`src/rtl/dvbs2_tx_pkg.sv`:
```
// rtl/dvbs2_tx_pkg.sv - shared constants, pktIn bit map, FSM states and null-packet ROM for the DVB-S2 frame scheduler
package dvbs2_tx_pkg;

  localparam int TS_PKT_BYTES = 188;
  localparam int TS_PKT_BITS  = 1504;
  localparam logic [7:0] TS_SYNC = 8'h47;

  // pktIn bundle bit positions
  localparam int PKTIN_BITS        = 0;
  localparam int PKTIN_PKT_START   = 1;
  localparam int PKTIN_PKT_END     = 2;
  localparam int PKTIN_VALID       = 3;
  localparam int PKTIN_FRAME_START = 4;
  localparam int PKTIN_FRAME_END   = 5;

  typedef enum logic [0:0] {IDLE = 1'b0, SEND = 1'b1} fsm_state_t;

  // Null TS packet: header 47 1F FF 10 (PID 0x1FFF), payload all 0xFF
  function automatic logic [7:0] null_byte(input logic [7:0] idx);
    case (idx)
      8'd0:    null_byte = 8'h47;
      8'd1:    null_byte = 8'h1F;
      8'd2:    null_byte = 8'hFF;
      8'd3:    null_byte = 8'h10;
      default: null_byte = 8'hFF;
    endcase
  endfunction

endpackage

```
`src/rtl/dvbs2_tx_byte_serializer.sv`:
```
// rtl/dvbs2_tx_byte_serializer.sv - 8-bit MSB-first shifter with bit counter and load slot
//   clk, reset (sync, active-low), clear (flush)
//   load/load_data : byte written into the shifter (only while slot_open)
//   bit_valid/bit_out : current bit held at shifter[7]
//   slot_open : shifter empty or presenting its last bit, so a load keeps the stream gap-free
module dvbs2_tx_byte_serializer (
  input  logic       clk,
  input  logic       reset,
  input  logic       clear,
  input  logic       load,
  input  logic [7:0] load_data,
  output logic       bit_valid,
  output logic       bit_out,
  output logic       slot_open
);

  logic [7:0] shreg;
  logic [2:0] cnt;
  logic       full;

  assign bit_valid = full;
  assign bit_out   = shreg[7];
  assign slot_open = ~full | (cnt == 3'd7);

  // The consumer samples bit_out on the same edge that shifts it away.
  always_ff @(posedge clk) begin
    if (!reset || clear) begin
      shreg <= 8'd0;
      cnt   <= 3'd0;
      full  <= 1'b0;
    end else if (load) begin
      shreg <= load_data;
      cnt   <= 3'd0;
      full  <= 1'b1;
    end else if (full) begin
      if (cnt == 3'd7) begin
        full <= 1'b0;
        cnt  <= 3'd0;
      end else begin
        shreg <= {shreg[6:0], 1'b0};
        cnt   <= cnt + 3'd1;
      end
    end
  end

endmodule

```
`src/rtl/dvbs2_tx_frame_sched.sv`:
```
// rtl/dvbs2_tx_frame_sched.sv - DVB-S2 TX frame scheduler: TS byte stream to serial pktIn bundle
//   clk, reset (sync, active-low); tx_enable; nextFrame (sampled in IDLE only)
//   s_tdata/s_tvalid/s_tlast/s_tready : 188-byte TS packet byte stream in
//   pktIn[5:0] = {frameEnd,frameStart,pktValid,pktEnd,pktStart,pktBits}, registered
//   busy, frame_cnt (completed frames, wraps), pkt_err (sticky framing error)
//   Optional NULL_PKT_INSERT_EN: null packets fill starved packet boundaries, adds null_cnt[15:0]
module dvbs2_tx_frame_sched
  import dvbs2_tx_pkg::*;
#(
  parameter int PKTS_PER_FRAME = 4,
  parameter int FRAME_CNT_W    = 16
) (
  input  logic                   clk,
  input  logic                   reset,
  input  logic                   tx_enable,
  input  logic [7:0]             s_tdata,
  input  logic                   s_tvalid,
  input  logic                   s_tlast,
  output logic                   s_tready,
  input  logic                   nextFrame,
  output logic [5:0]             pktIn,
  output logic                   busy,
  output logic [FRAME_CNT_W-1:0] frame_cnt,
  output logic                   pkt_err
`ifdef NULL_PKT_INSERT_EN
  ,
  output logic [15:0]            null_cnt
`endif
);

  localparam logic [0:0]  ST_IDLE     = IDLE;
  localparam logic [0:0]  ST_SEND     = SEND;
  localparam logic [11:0] FRAME_BYTES = 12'(PKTS_PER_FRAME * TS_PKT_BYTES);
  localparam logic [10:0] LAST_BIT    = 11'(TS_PKT_BITS - 1);
  localparam logic [7:0]  LAST_BYTE   = 8'(TS_PKT_BYTES - 1);
  localparam logic [3:0]  LAST_PKT    = 4'(PKTS_PER_FRAME - 1);

  logic [0:0]  state;
  logic [10:0] bit_cnt;
  logic [3:0]  pkt_idx;
  logic [7:0]  in_idx;   // byte position within packet on the input side
  logic [11:0] in_tot;   // bytes loaded into this frame

  logic       ser_valid, ser_bit, ser_slot, ser_load;
  logic [7:0] ser_data;
  logic       sending, can_load, emit, real_load;
  logic       pkt_first, pkt_last, frame_last, start_frame;

  assign sending     = (state == ST_SEND);
  assign can_load    = sending & ser_slot & (in_tot < FRAME_BYTES);
  assign emit        = sending & ser_valid;
  assign pkt_first   = (bit_cnt == 11'd0);
  assign pkt_last    = (bit_cnt == LAST_BIT);
  assign frame_last  = pkt_last & (pkt_idx == LAST_PKT);
  assign start_frame = ~sending & tx_enable & nextFrame;

`ifdef NULL_PKT_INSERT_EN
  logic null_active, null_start, null_load;

  // A packet boundary with no upstream byte ready starts a null packet
  // in the same slot, so the frame never stalls between packets.
  always_comb begin
    null_start = can_load & ~null_active & (in_idx == 8'd0) & ~s_tvalid;
    null_load  = null_start | (null_active & can_load);
    s_tready   = can_load & ~null_active;
    real_load  = s_tready & s_tvalid;
    ser_load   = real_load | null_load;
    ser_data   = null_load ? null_byte(in_idx) : s_tdata;
  end

  always_ff @(posedge clk) begin
    if (!reset) begin
      null_active <= 1'b0;
      null_cnt    <= 16'd0;
    end else begin
      if (!sending)
        null_active <= 1'b0;
      else if (null_start)
        null_active <= 1'b1;
      else if (null_load && in_idx == LAST_BYTE)
        null_active <= 1'b0;
      if (null_start)
        null_cnt <= null_cnt + 16'd1;
    end
  end
`else
  always_comb begin
    s_tready  = can_load;
    real_load = can_load & s_tvalid;
    ser_load  = real_load;
    ser_data  = s_tdata;
  end
`endif

  dvbs2_tx_byte_serializer u_ser (
    .clk       (clk),
    .reset     (reset),
    .clear     (~sending),
    .load      (ser_load),
    .load_data (ser_data),
    .bit_valid (ser_valid),
    .bit_out   (ser_bit),
    .slot_open (ser_slot)
  );

  always_ff @(posedge clk) begin
    if (!reset) begin
      state     <= ST_IDLE;
      pktIn     <= 6'd0;
      busy      <= 1'b0;
      frame_cnt <= '0;
      pkt_err   <= 1'b0;
      bit_cnt   <= 11'd0;
      pkt_idx   <= 4'd0;
      in_idx    <= 8'd0;
      in_tot    <= 12'd0;
    end else begin
      pktIn <= 6'd0;
      if (emit) begin
        pktIn[PKTIN_BITS]        <= ser_bit;
        pktIn[PKTIN_PKT_START]   <= pkt_first;
        pktIn[PKTIN_PKT_END]     <= pkt_last;
        pktIn[PKTIN_VALID]       <= 1'b1;
        pktIn[PKTIN_FRAME_START] <= pkt_first & (pkt_idx == 4'd0);
        pktIn[PKTIN_FRAME_END]   <= frame_last;
      end

      // busy stays high through the cycle that shows frameEnd
      busy <= sending | start_frame;

      if (start_frame)
        state <= ST_SEND;
      else if (emit && frame_last)
        state <= ST_IDLE;

      if (emit && frame_last)
        frame_cnt <= frame_cnt + 1'b1;

      if (!sending) begin
        bit_cnt <= 11'd0;
        pkt_idx <= 4'd0;
        in_idx  <= 8'd0;
        in_tot  <= 12'd0;
      end else begin
        if (emit) begin
          bit_cnt <= pkt_last ? 11'd0 : bit_cnt + 11'd1;
          if (pkt_last)
            pkt_idx <= frame_last ? 4'd0 : pkt_idx + 4'd1;
        end
        if (ser_load) begin
          in_idx <= (in_idx == LAST_BYTE) ? 8'd0 : in_idx + 8'd1;
          in_tot <= in_tot + 12'd1;
        end
      end

      if (real_load && (((in_idx == 8'd0) && (s_tdata != TS_SYNC)) ||
                        (s_tlast != (in_idx == LAST_BYTE))))
        pkt_err <= 1'b1;
    end
  end

endmodule

```
`config.mk`:
```
export PLATFORM = sky130hd
export DESIGN_NAME = dvbs2_tx_frame_sched
export DESIGN_NICKNAME = d
export VERILOG_FILES = /design/src/rtl/dvbs2_tx_pkg.sv /design/src/rtl/dvbs2_tx_byte_serializer.sv /design/src/rtl/dvbs2_tx_frame_sched.sv
export SDC_FILE = /design/constraint.sdc
export NUM_CORES = 1
export LEC_CHECK = 0
export CORE_ASPECT_RATIO = 1.4
export CORE_UTILIZATION = 50
export DETAILED_ROUTE_END_ITERATION = 6
export PLACE_DENSITY = 0.72
export SETUP_SLACK_MARGIN = 0.5
export SLEW_MARGIN = 20
export SYNTH_ARGS = -nofsm -noshare
export SYNTH_HDL_FRONTEND = slang
export SYNTH_SLANG_ARGS = --single-unit
```
`constraint.sdc`:
```
create_clock -name clk -period 2.46 [get_ports clk]
set_input_delay 0.492 -clock clk [delete_from_list [all_inputs] [get_ports clk]]
set_output_delay 0.492 -clock clk [all_outputs]
set_load 0.005 [all_outputs]
```
# Yosys cells after proc, flatten, opt, wreduce, memory -nomap -nowiden
# Index checks and enable logic that the tools add are counted.
[totals]
ff_bits = 72
elab_cells = 68
[op_classes]
n_mux = 13
n_reduce_logical = 16
n_addsub = 6
order_cmp = 1
bitwise_logic = 12
eq_ne = 7
[ops]
columns = ["operator", "n"]
rows = [
  ["$mux 8", 4],
  ["$add 16x1->16 const B", 1],
  ["$add 12x1->12 const B", 1],
  ["$lt 12x10->1 const B", 1],
  ["$add 11x1->11 const B", 1],
  ["$eq 11x11->1 const B", 1],
  ["$logic_not 11->1", 1],
  ["$mux 11", 1],
  ["$add 8x1->8 const B", 1],
  ["$and 1x1->1", 8],
  ["$eq 8x8->1 const B", 1],
  ["$logic_not 8->1", 1],
  ["$mux 4", 2],
  ["$ne 8x7->1 const B", 1],
  ["$reduce_and 2->1", 4],
  ["$mux 1", 5],
  ["$add 4x1->4 const B", 1],
  ["$eq 4x2->1 const B", 1],
  ["$logic_not 4->1", 1],
  ["$reduce_bool 2->1", 2],
  ["$add 3x1->3 const B", 1],
  ["$eq 3x3->1 const B", 1],
  ["$logic_and 1x1->1", 3],
  ["$mux 3", 1],
  ["7 further kinds", 10],
]

# Depth between registers and ports, before layout
# Gate-level depths: netlist of the first run.
[depth]
depth_word = 7
depth_mapped = 8
depth_no_buf = 6

# Hierarchy
# A second synthesis of the first run with hierarchy kept.
[unflattened]
hier_cells = 393
hier_area_um2 = 3467.1
[modules_own_cells]
columns = ["module", "cells_per_inst", "n_inst", "seq_area_each_um2", "area_each_um2"]
rows = [
  ["dvbs2_tx_frame_sched", 341, 1, 1201.2, 2946.6],
  ["dvbs2_tx_byte_serializer", 52, 1, 240.2, 520.5],
]

# Worst setup path before layout of the first run
# OpenSTA, ideal clock, no wires.
[synth_path]
kind = "flip-flop to output port"
start = "register u_ser.cnt[0]"
end = "output s_tready"
path_stages_with_launch = 6
path_buffers = 1
arrival_time_ps = 1288
setup_slack_ps = 680
path_cell_list = "dfxtp_1 ha_1 ha_1 nor2b_1 clkbuf_1 a2111oi_2"
[synth_between]
elab_chain_len = 4
[synth_lines]
columns = ["element", "line_no", "text"]
rows = [
  ["start, declared", "dvbs2_tx_byte_serializer.sv:18", "logic [2:0] cnt;"],
  ["start signal, assigned", "dvbs2_tx_byte_serializer.sv:41", "cnt <= cnt + 3'd1;"],
  ["$eq 3x3->1", "dvbs2_tx_byte_serializer.sv:23", "assign slot_open = ~full | (cnt == 3'd7);"],
  ["$or 1x1->1", "dvbs2_tx_byte_serializer.sv:23", ""],
  ["$and 1x1->1 (2 in a row)", "dvbs2_tx_frame_sched.sv:50", "assign can_load = sending & ser_slot & (in_tot < FRAME_BYTES);"],
  ["end, declared", "dvbs2_tx_frame_sched.sv:19", "output logic s_tready,"],
]
# No other way between the ends.

# Worst setup path in the final report of the first run
[layout_path]
start = "register in_tot[7]"
end = "output s_tready"
[layout_between]
elab_chain_len = 2
[layout_lines]
columns = ["element", "line_no", "text"]
rows = [
  ["start, declared", "dvbs2_tx_frame_sched.sv:42", "logic [11:0] in_tot;"],
  ["start signal, assigned", "dvbs2_tx_frame_sched.sv:152", "in_tot <= in_tot + 12'd1;"],
  ["$lt 12x10->1", "dvbs2_tx_frame_sched.sv:50", ""],
  ["$and 1x1->1", "dvbs2_tx_frame_sched.sv:50", ""],
]
# No other way between the ends.

==> results.json, run 1 <==
{
  "outcome": "finished, final reports clean",
  "drc_errors": 0,
  "yosysTopAreaCell": "dfxtp_1",
  "cts_buffers": 9,
  "post-route-period-util_pct": 79.38,
  "core_sq_um": 6656,
  "syn_inst": 401,
  "row_count": 35,
  "cp.required_ns": 1.97,
  "syn_to_final_growth_pct": 24.57,
  "fin_crit_ns": 1.953,
  "cap_viol_max_count": 0,
  "yosys_most_used_dff": "dfxtp_1",
  "clock_path_buffers": 2,
  "dieArea_sq_um": 7330,
  "fin_setup_tns_ns": 0,
  "clkTransAtPathRegs_ns": 0.08,
  "mappedNetlistArea_sq_um": 3493,
  "hp-class": "reg -> reg",
  "grt_start_max_net_pins": 37,
  "cts_sinks": 72,
  "synth_nets": 425,
  "clk_latency_ns": 0.34,
  "synth_area_leaders": "dfxtp_1 41%, nand2_1 4.4%, a21oi_1 4.3%",
  "die_y_um": 100.9,
  "grt_pass1_wl_um": 13870,
  "ios": 39,
  "drive_gt1_share_pct": 14.73,
  "cts_hold_buf": 0,
  "dp_hpwl_um": 5815,
  "rrSetupSlack_ns": 0.55,
  "path_cells": "a41o_1 -> a2111oi_4 -> buf_2",
  "drtAntennaViolNets": 0,
  "crit_path_top_delay_cell": "dfxtp_2",
  "finClkSkew_ns": 0.009550,
  "ir_worst_vdd_v": 0.0003286,
  "yosys.cell_count.top_type": "dfxtp_1",
  "seq_area_frac_synth_pct": 41.26,
  "synth_seq_cells": 72,
  "max-slew-margin-rel_pct": 71.11,
  "seq_area_sq_um": 1449,
  "num-nets-final": 474,
  "critPathLaunchType": "flip-flop",
  "dr.pass1.iters": 6,
  "yosysWarningCount": 0,
  "hold_slack_ns": 0.4797,
  "drtIter0Drc": 206,
  "setup_viol": 0,
  "antenna_found_initial": 0,
  "powerDensity_nw_per_um2": 515.6,
  "critPathKind": "reg -> out",
  "multi_input_area_sq_um": 1976,
  "critical_path.max_stage_delay_ns": 0.34,
  "avgSynthCellArea_sq_um": 8.712,
  "root_buffer": "clkbuf_8",
  "cts_tree": "done",
  "gp_congestion": 0.8209,
  "crit_family": "compound AO/OA/AOI/OAI gates",
  "async_flop_share_pct": 0,
  "synth_edf_count": 0,
  "grt_usage_pct": 24.31,
  "fill_cells": 566,
  "leakage_nw": 1.471,
  "n_antenna_cell": 0,
  "initial_core_util_pct": 52.48,
  "numPortBuffers": 38,
  "wl_um": 8478,
  "wl_per_cell_um": 15.50,
  "crit_fanout": 5,
  "worst_slew_pin_slew_ns": 0.4328,
  "hold_viol": 0,
  "avgViaCountPerCell": 5.951,
  "maxClockFrequency_mhz": 512.1,
  "netlist-cell-type-count": 54,
  "vias": 3255,
  "ys_top_cells_by_count": "72 x dfxtp_1, 41 x nand2_1, 30 x a21oi_1",
  "cp.buffers_inverters": 1,
  "netlist.area_leader.share_pct": 41.26,
  "arrival_ns": 1.46,
  "fp.dieW_um": 72.65,
  "grt_pass1_vias": 3096,
  "htreeDepth": 3,
  "drv_slew": 0,
  "rsz0062_at_grt": "true",
  "gr-total-overflow": 0,
  "cp-end-kind": "primary output"
}
per-stage QoR:
stage | utilization [%] | power, mW | setup WS, ns | std cells | area [sq um]
after CTS | 64.19 | 2.259 | 0.4292 | 545 | 4273
after global placement | 60.21 | 1.298 | 0.1980 | 525 | 4008
after global routing | 65.38 | 2.326 | 0.4480 | 547 | 4352
final | 65.38 | 2.244 | 0.5073 | 547 | 4352
after detailed placement | 60.21 | 1.298 | 0.1837 | 525 | 4008
after floorplan | - | 1.243 | 0.6795 | 401 | 3493
placed cells by master, fill, tap and decap left out, drive strengths merged, types with 6 or more instances in the layout:
cell type	Yosys	final
and2	7	7
nor3	14	14
o31ai	13	13
ha	10	10
nand2	41	41
a21oi	30	30
inv	15	15
mux2i	6	6
nand4	20	20
nor2	24	24
buf	11	22
clkdlybuf4s50	0	37
o21ai	11	11
or3	6	6
and3	6	6
dfxtp	72	72
or4	12	12
nand3	18	18
clkbuf	10	11
a311oi	8	8
and4	8	8
path summary, 6_finish.rpt:
kind,end,start,cells past startpoint
setup / recovery,s_tready,in_tot[7],3
setup reg to reg,frame_cnt[11],pkt_idx[0],5
hold reg to reg,pkt_err,pkt_err,2
hold / removal,pkt_err,pkt_err,2
power by group:
part / leakage (nW) / total (mW) / switching (mW) / internal, mW
clock: 0.101 / 0.964 / 0.444 / 0.520
combinational: 0.786 / 0.108 / 0.0575 / 0.0502
sequential: 0.583 / 1.17 / 0.00279 / 1.17
cell families after synthesis:
group                    share of synthesized area (%)
XOR/XNOR                                         2.256
adder cells (fa/ha/maj)                          3.582
AO/OA/AOI/OAI                                    17.30
multiplexers                                     2.042
buffers and inverters                            4.656
flip-flops                                       41.26
AND/OR/NAND/NOR                                  28.90
final cells by class:
class | count | share of cell area, %
Multi-Input combinational cell | 293 | 45.40
Inverter | 15 | 1.294
Timing Repair Buffer | 59 | 12.62
Sequential cell | 72 | 33.30
Tap cell | 92 | 2.645
Clock buffer | 11 | 3.479
Clock inverter | 5 | 1.265
tightest hold or removal path: stages (launching register included):
cell and delay, ns:
dfxtp_1 0.32, nand2_1 0.06, o31ai_1 0.05
per-layer routing:
| metal | global-route usage (%) | up-vias | share of wire (%) |
|---|---|---|---|
| met5 | 0 | - | 0 |
| met1 | 26.56 | 1552 | 41 |
| met4 | 14.33 | 0 | 2.1 |
| met2 | 43.13 | 90 | 52 |
| li1 | - | 1596 | - |
| met3 | 4.400 | 17 | 4.3 |
state kept, by name, indices dropped and copies added, names as in the netlist:
register         count
busy                 1
in_idx               8
u_ser.shreg          8
pkt_idx              4
u_ser.bit_valid      1
sending              1
pktIn                6
frame_cnt           16
bit_cnt             11
pkt_err              1
in_tot              12
u_ser.cnt            3
repair_timing:
item | CTS | global route
endpoints found under the setup margin | 9 | 44
pin swaps | 3 | 4
setup buffers | 4 | 2
gates resized for setup | 9 | 21
No activity file was read; power rests on OpenSTA's default activity.
==> run 2, diff against run 1 <==
Settings changed: PLACE_DENSITY 0.72 to 0.75.
Clock period 2.46 ns to 1.6 ns, I/O delays scaled along.
==> run 2 against run 1 <==
Against the previous run: the run now ends with setup timing left; utilization increased by 25 points; critical path depth increased by 2; cell area increased by 39%; non-clock buffer count increased by 101; power increased by 58%; setup slack got worse by 0.72 ns; worst hold slack improved by 0.026 ns; global-route usage increased by 9.7 points; critical endpoint is now in_tot[6]; largest power group unchanged.
==> results.json, run 2 (synthesis results as in run 1) <==
{
  "startpoint": "in_tot[0]",
  "cp.buffers_inverters": 0,
  "top_register": "frame_cnt",
  "crit_fanout": 5,
  "avgViaCountPerCell": 6.694,
  "crit_family": "simple AND/OR/NAND/NOR gates",
  "cp.depth": 5,
  "worst_slew_pin_slew_ns": 0.5405,
  "critPathKind": "reg -> reg",
  "powerDensity_nw_per_um2": 588.5,
  "violations": "setup timing",
  "final_common_cell": "buf_4",
  "syn_to_final_growth_pct": 72.74,
  "grt_pass1_vias": 4100,
  "critical_path.max_stage_delay_ns": 0.59,
  "die_y_um": 100.9,
  "clkTransAtPathRegs_ns": 0.08,
  "r2r-end": "in_tot[6]",
  "finClkSkew_ns": 0.01090,
  "gr-total-overflow": 0,
  "n_antenna_cell": 0,
  "grt_usage_pct": 34.04,
  "dp_hpwl_um": 6872,
  "hold_viol": 0,
  "reg.largest.list": "frame_cnt (16), in_tot (12), bit_cnt (11)",
  "root_buffer": "clkbuf_8",
  "row_count": 35,
  "place_inst": 587,
  "ir_worst_vdd_v": 0.0006642,
  "drv_slew": 0,
  "drtAntennaViolNets": 0,
  "drc_errors": 0,
  "leakage_nw": 2.241,
  "clock_path_buffers": 2,
  "cp-endpoint": "in_tot[6]",
  "core_sq_um": 6656,
  "finalPower_mw": 3.551,
  "maxClockFrequency_mhz": 551.5,
  "num-nets-final": 578,
  "fin_crit_ns": 1.813,
  "gp_congestion": 0.8324,
  "crit_path_top_delay_cell": "or4_4",
  "dieArea_sq_um": 7330,
  "grt_start_max_net_pins": 32,
  "cts_buffers": 9,
  "cts_tree": "done",
  "vias": 4351,
  "setup_ws_ns": -0.2133,
  "htreeDepth": 3,
  "outcome": "finished with violations",
  "hold_slack_ns": 0.5054,
  "grt_pass1_wl_um": 18860,
  "critPathLaunchType": "flip-flop",
  "cts_sinks": 72,
  "numPortBuffers": 38,
  "cp-end-kind": "flip-flop",
  "cts_hold_buf": 0,
  "wl_um": 15850,
  "dr.pass1.iters": 5,
  "max-slew-margin-rel_pct": 63.97,
  "largest_reg_flops": 16,
  "clk_latency_ns": 0.37,
  "layout_common_cells": "80 x buf_4, 49 x buf_6, 38 x dfxtp_1",
  "ios": 39,
  "drtIter0Drc": 381,
  "rrSetupSlack_ns": -0.21,
  "wl_per_cell_um": 24.39,
  "post-route-period-util_pct": 113.3,
  "rsz0062_at_grt": "true",
  "preCtsSetupSlack_ns": -0.2546,
  "drive_gt1_share_pct": 56.45,
  "cp.required_ns": 1.89,
  "cap_viol_max_count": 0,
  "setup_viol": 43,
  "fin_cells": 650,
  "fp.dieW_um": 72.65,
  "initial_core_util_pct": 52.48,
  "ff2ff_path_depth": 5,
  "antenna_found_initial": 0,
  "r2r_start": "in_tot[0]",
  "arrival_ns": 2.10,
  "hp-class": "reg -> reg",
  "path_cells": "ha_2 -> and2_4 -> nand4_1 -> or4_4 -> a21oi_2",
  "hold_start": "u_ser.shreg[6]"
}
run 2: cell count changes in the layout (fill, tap and decap cells not counted), sizes merged:
| cell | change |
|---|---|
| nand4 | +1 |
| and2 | +1 |
| inv | -1 |
| nand2 | +1 |
| clkinvlp | -1 |
| clkinv | +1 |
| buf | +125 |
| clkdlybuf4s50 | -25 |
| dlygate4sd2 | +1 |
run 2: worst register-to-register path, delay by kind of cell (launching register included):
family / cells / cell delay (ns)
AO/OA/AOI/OAI: 1 / 0.16
adder cells (fa/ha/maj): 1 / 0.21
flip-flops: 1 / 0.36
AND/OR/NAND/NOR: 3 / 1.01
run 2: repair_timing:
action                                 in CTS  in global routing
cloned                                      3                  1
endpoints found under the hold margin       0                  0
pin swaps                                  39                 45
gates resized for setup                   226                 81
buffers inserted                           26                 18
setup endpoints to repair                  93                 93
run 2: stage by stage:
step	setup TNS [ns]	util [%]	cell area, sq um
floorplan	0	-	3756
global placement	-3.047	71.11	4733
detailed placement	-4.667	71.11	4733
CTS	-1.289	83.16	5535
global route	-5.741	90.66	6035
finish	-3.668	90.66	6035
run 2: layout make-up:
type,count,area [sq um]
Multi-Input combinational cell,296,2653
Timing Repair Buffer,160,1514
Sequential cell,72,1501
Fill cell,265,621.8
Clock buffer,11,141.4
Tap cell,92,115.1
Inverter,15,65.06
Clock inverter,4,45.04
run 2: report_power, final:
group | internal, mW | switching [mW] | leakage, nW
registers | 1.79 | 0.00782 | 0.600
clock network | 0.748 | 0.731 | 0.0989
logic | 0.129 | 0.149 | 1.54
run 2: how the worst min path moves through the flow:
stage / depth (start not counted) / slack (ns) / to
finish: 2 / 0.51 / u_ser.shreg[6]
floorplan: 1 / 0.43 / pktIn[0]
global placement: 2 / 0.44 / pkt_err
global route: 1 / 0.52 / pktIn[0]
CTS: 2 / 0.49 / u_ser.shreg[7]
detailed placement: 2 / 0.47 / pkt_err
run 2: per-layer routing:
layer / global-route usage (%) / part of all wire (%)
met1: 31.13 / 33
met5: 0 / 0
met3: 7.500 / 6.8
met4: 27.90 / 8.4
met2: 62.69 / 52
==> run 3, diff against run 2 <==
Settings changed: PLACE_DENSITY 0.75 to 0.72.
Clock period 1.6 ns to 2.25 ns, I/O delays scaled along.
==> run 3 against run 2 <==
Against the previous run: utilization shrank 16 points; first-iteration DRC count shrank 43%; worst hold slack lost 0.019 ns; the run now ends clean; final cell count shrank 10%.
==> results.json, run 3 (synthesis results as in run 1) <==
{
  "finalPower_mw": 2.703,
  "antenna_found_initial": 0,
  "drive_gt1_share_pct": 29.82,
  "crit_path_top_delay_cell": "a2111oi_2",
  "crit_fanout": 2,
  "num-nets-final": 512,
  "ios": 39,
  "outcome": "finished, final reports clean",
  "r2r-end": "in_tot[4]",
  "gr-total-overflow": 0,
  "die_y_um": 100.9,
  "wl_per_cell_um": 16.96,
  "ff2ff_path_depth": 7,
  "finClkSkew_ns": 0.009613,
  "fin_setup_tns_ns": 0,
  "arrival_ns": 1.59,
  "row_count": 35,
  "drv_slew": 0,
  "final_common_cell": "dfxtp_1",
  "max-slew-margin-rel_pct": 71.76,
  "whs_endpoint": "pkt_err",
  "hp-class": "reg -> reg",
  "vias": 3573,
  "grt_pass1_wl_um": 14400,
  "n_antenna_cell": 0,
  "clkTransAtPathRegs_ns": 0.08,
  "wl_um": 9924,
  "gp_congestion": 0.7957,
  "layout_common_cells": "45 x dfxtp_1, 42 x buf_4, 40 x nand2_1",
  "setup_viol": 0,
  "dr.pass1.iters": 4,
  "internal_power_mw": 2.123,
  "clk_latency_ns": 0.36,
  "reg.largest.list": "frame_cnt (16), in_tot (12), bit_cnt (11)",
  "fp.dieW_um": 72.65,
  "dieArea_sq_um": 7330,
  "post-route-period-util_pct": 90.55,
  "cap_viol_max_count": 0,
  "dp_hpwl_um": 5633,
  "grt_usage_pct": 25.43,
  "switchingPower_mw": 0.5795,
  "ir_worst_vdd_v": 0.0003831,
  "cts_sinks": 72,
  "cp-end-kind": "primary output",
  "power_frac_seq_pct": 47.0,
  "hold_viol": 0,
  "top_register": "frame_cnt",
  "worst_slew_pin_slew_ns": 0.4200,
  "fin_crit_ns": 2.037,
  "rrSetupSlack_ns": 0.41,
  "drtIter0Drc": 217,
  "cts_buffers": 9,
  "rsz0062_at_grt": "true",
  "cp.required_ns": 1.80,
  "utilization_pct": 74.96,
  "critical_path.max_stage_delay_ns": 0.37,
  "r2r_start": "u_ser.cnt[1]",
  "clock_path_buffers": 2,
  "p_comb_share_pct": 4.7,
  "critPathKind": "reg -> out",
  "startpoint": "in_tot[6]",
  "numPortBuffers": 38,
  "leakage_nw": 1.782,
  "drc_errors": 0,
  "clock_power_share_pct": 48.3,
  "grt_start_max_net_pins": 35,
  "hold_depth": 2,
  "root_buffer": "clkbuf_8",
  "path_cells": "a41o_1 -> a2111oi_2 -> buf_4 -> buf_6",
  "avgViaCountPerCell": 6.108,
  "core_sq_um": 6656,
  "grt_pass1_vias": 3085,
  "initial_core_util_pct": 52.48,
  "largest_reg_flops": 16,
  "drtAntennaViolNets": 0,
  "htreeDepth": 3,
  "swShare_pct": 21.44,
  "syn_to_final_growth_pct": 42.84,
  "cts_tree": "done",
  "hold_start": "pkt_err",
  "maxClockFrequency_mhz": 490.8,
  "critPathLaunchType": "flip-flop",
  "powerDensity_nw_per_um2": 541.7
}
run 3: timing repair:
item,CTS,global route
gates cloned,1,2
buffers inserted,10,27
pin swaps,8,23
hold buffers,0,0
resized for setup,43,60
endpoints found under the setup margin,46,38
run 3: area by class of cell:
cell class	instances	area, sq um
Tap cell	92	115.1
Multi-Input combinational cell	296	2173
Clock buffer	11	151.4
Timing Repair Buffer	94	893.4
Clock inverter	5	102.6
Inverter	15	56.30
Sequential cell	72	1498
Fill cell	465	1667
run 3: stage by stage:
step / instance area (sq um) / std cells / setup slack (ns) / hold WS, ns
2_1_floorplan: 3493 / 401 / 0.5018 / 0.4296
3_3_place_gp: 4038 / 529 / 0.1135 / 0.4680
3_5_place_dp: 4038 / 529 / 0.1025 / 0.4770
4_1_cts: 4512 / 556 / 0.1954 / 0.4870
5_1_grt: 4990 / 585 / 0.1527 / 0.5144
6_report: 4990 / 585 / 0.2127 / 0.4862
run 3: worst max-delay path by stage:
stage	depth (start not counted)	to
3_3_place_gp	6	s_tready
4_1_cts	4	s_tready
2_1_floorplan	8	u_ser.shreg[5]
5_1_grt	4	s_tready
6_report	4	s_tready
3_5_place_dp	6	s_tready
run 3: critical path, delay by kind of cell (launching register included):
kind            cells  cell delay [ns]
flops               1             0.34
compound gates      2             0.63
buf+inv             2             0.26
run 3: power groups by stage:
stage	registers, mW	clock network [mW]	logic, mW
3_5_place_dp	1.31	0	0.108
2_1_floorplan	1.31	0	0.0483
4_1_cts	1.28	1.30	0.114
5_1_grt	1.27	1.36	0.135
3_3_place_gp	1.31	0	0.108
6_report	1.27	1.31	0.127
run 3: metal layers:
layer | up-vias | global-route usage (%) | share of wire [%]
met1 | 1713 | 28.66 | 40
met2 | 134 | 44.86 | 50
li1 | 1692 | - | -
met3 | 34 | 5.000 | 4.9
met5 | - | 0 | 0
met4 | 0 | 12.82 | 4.3
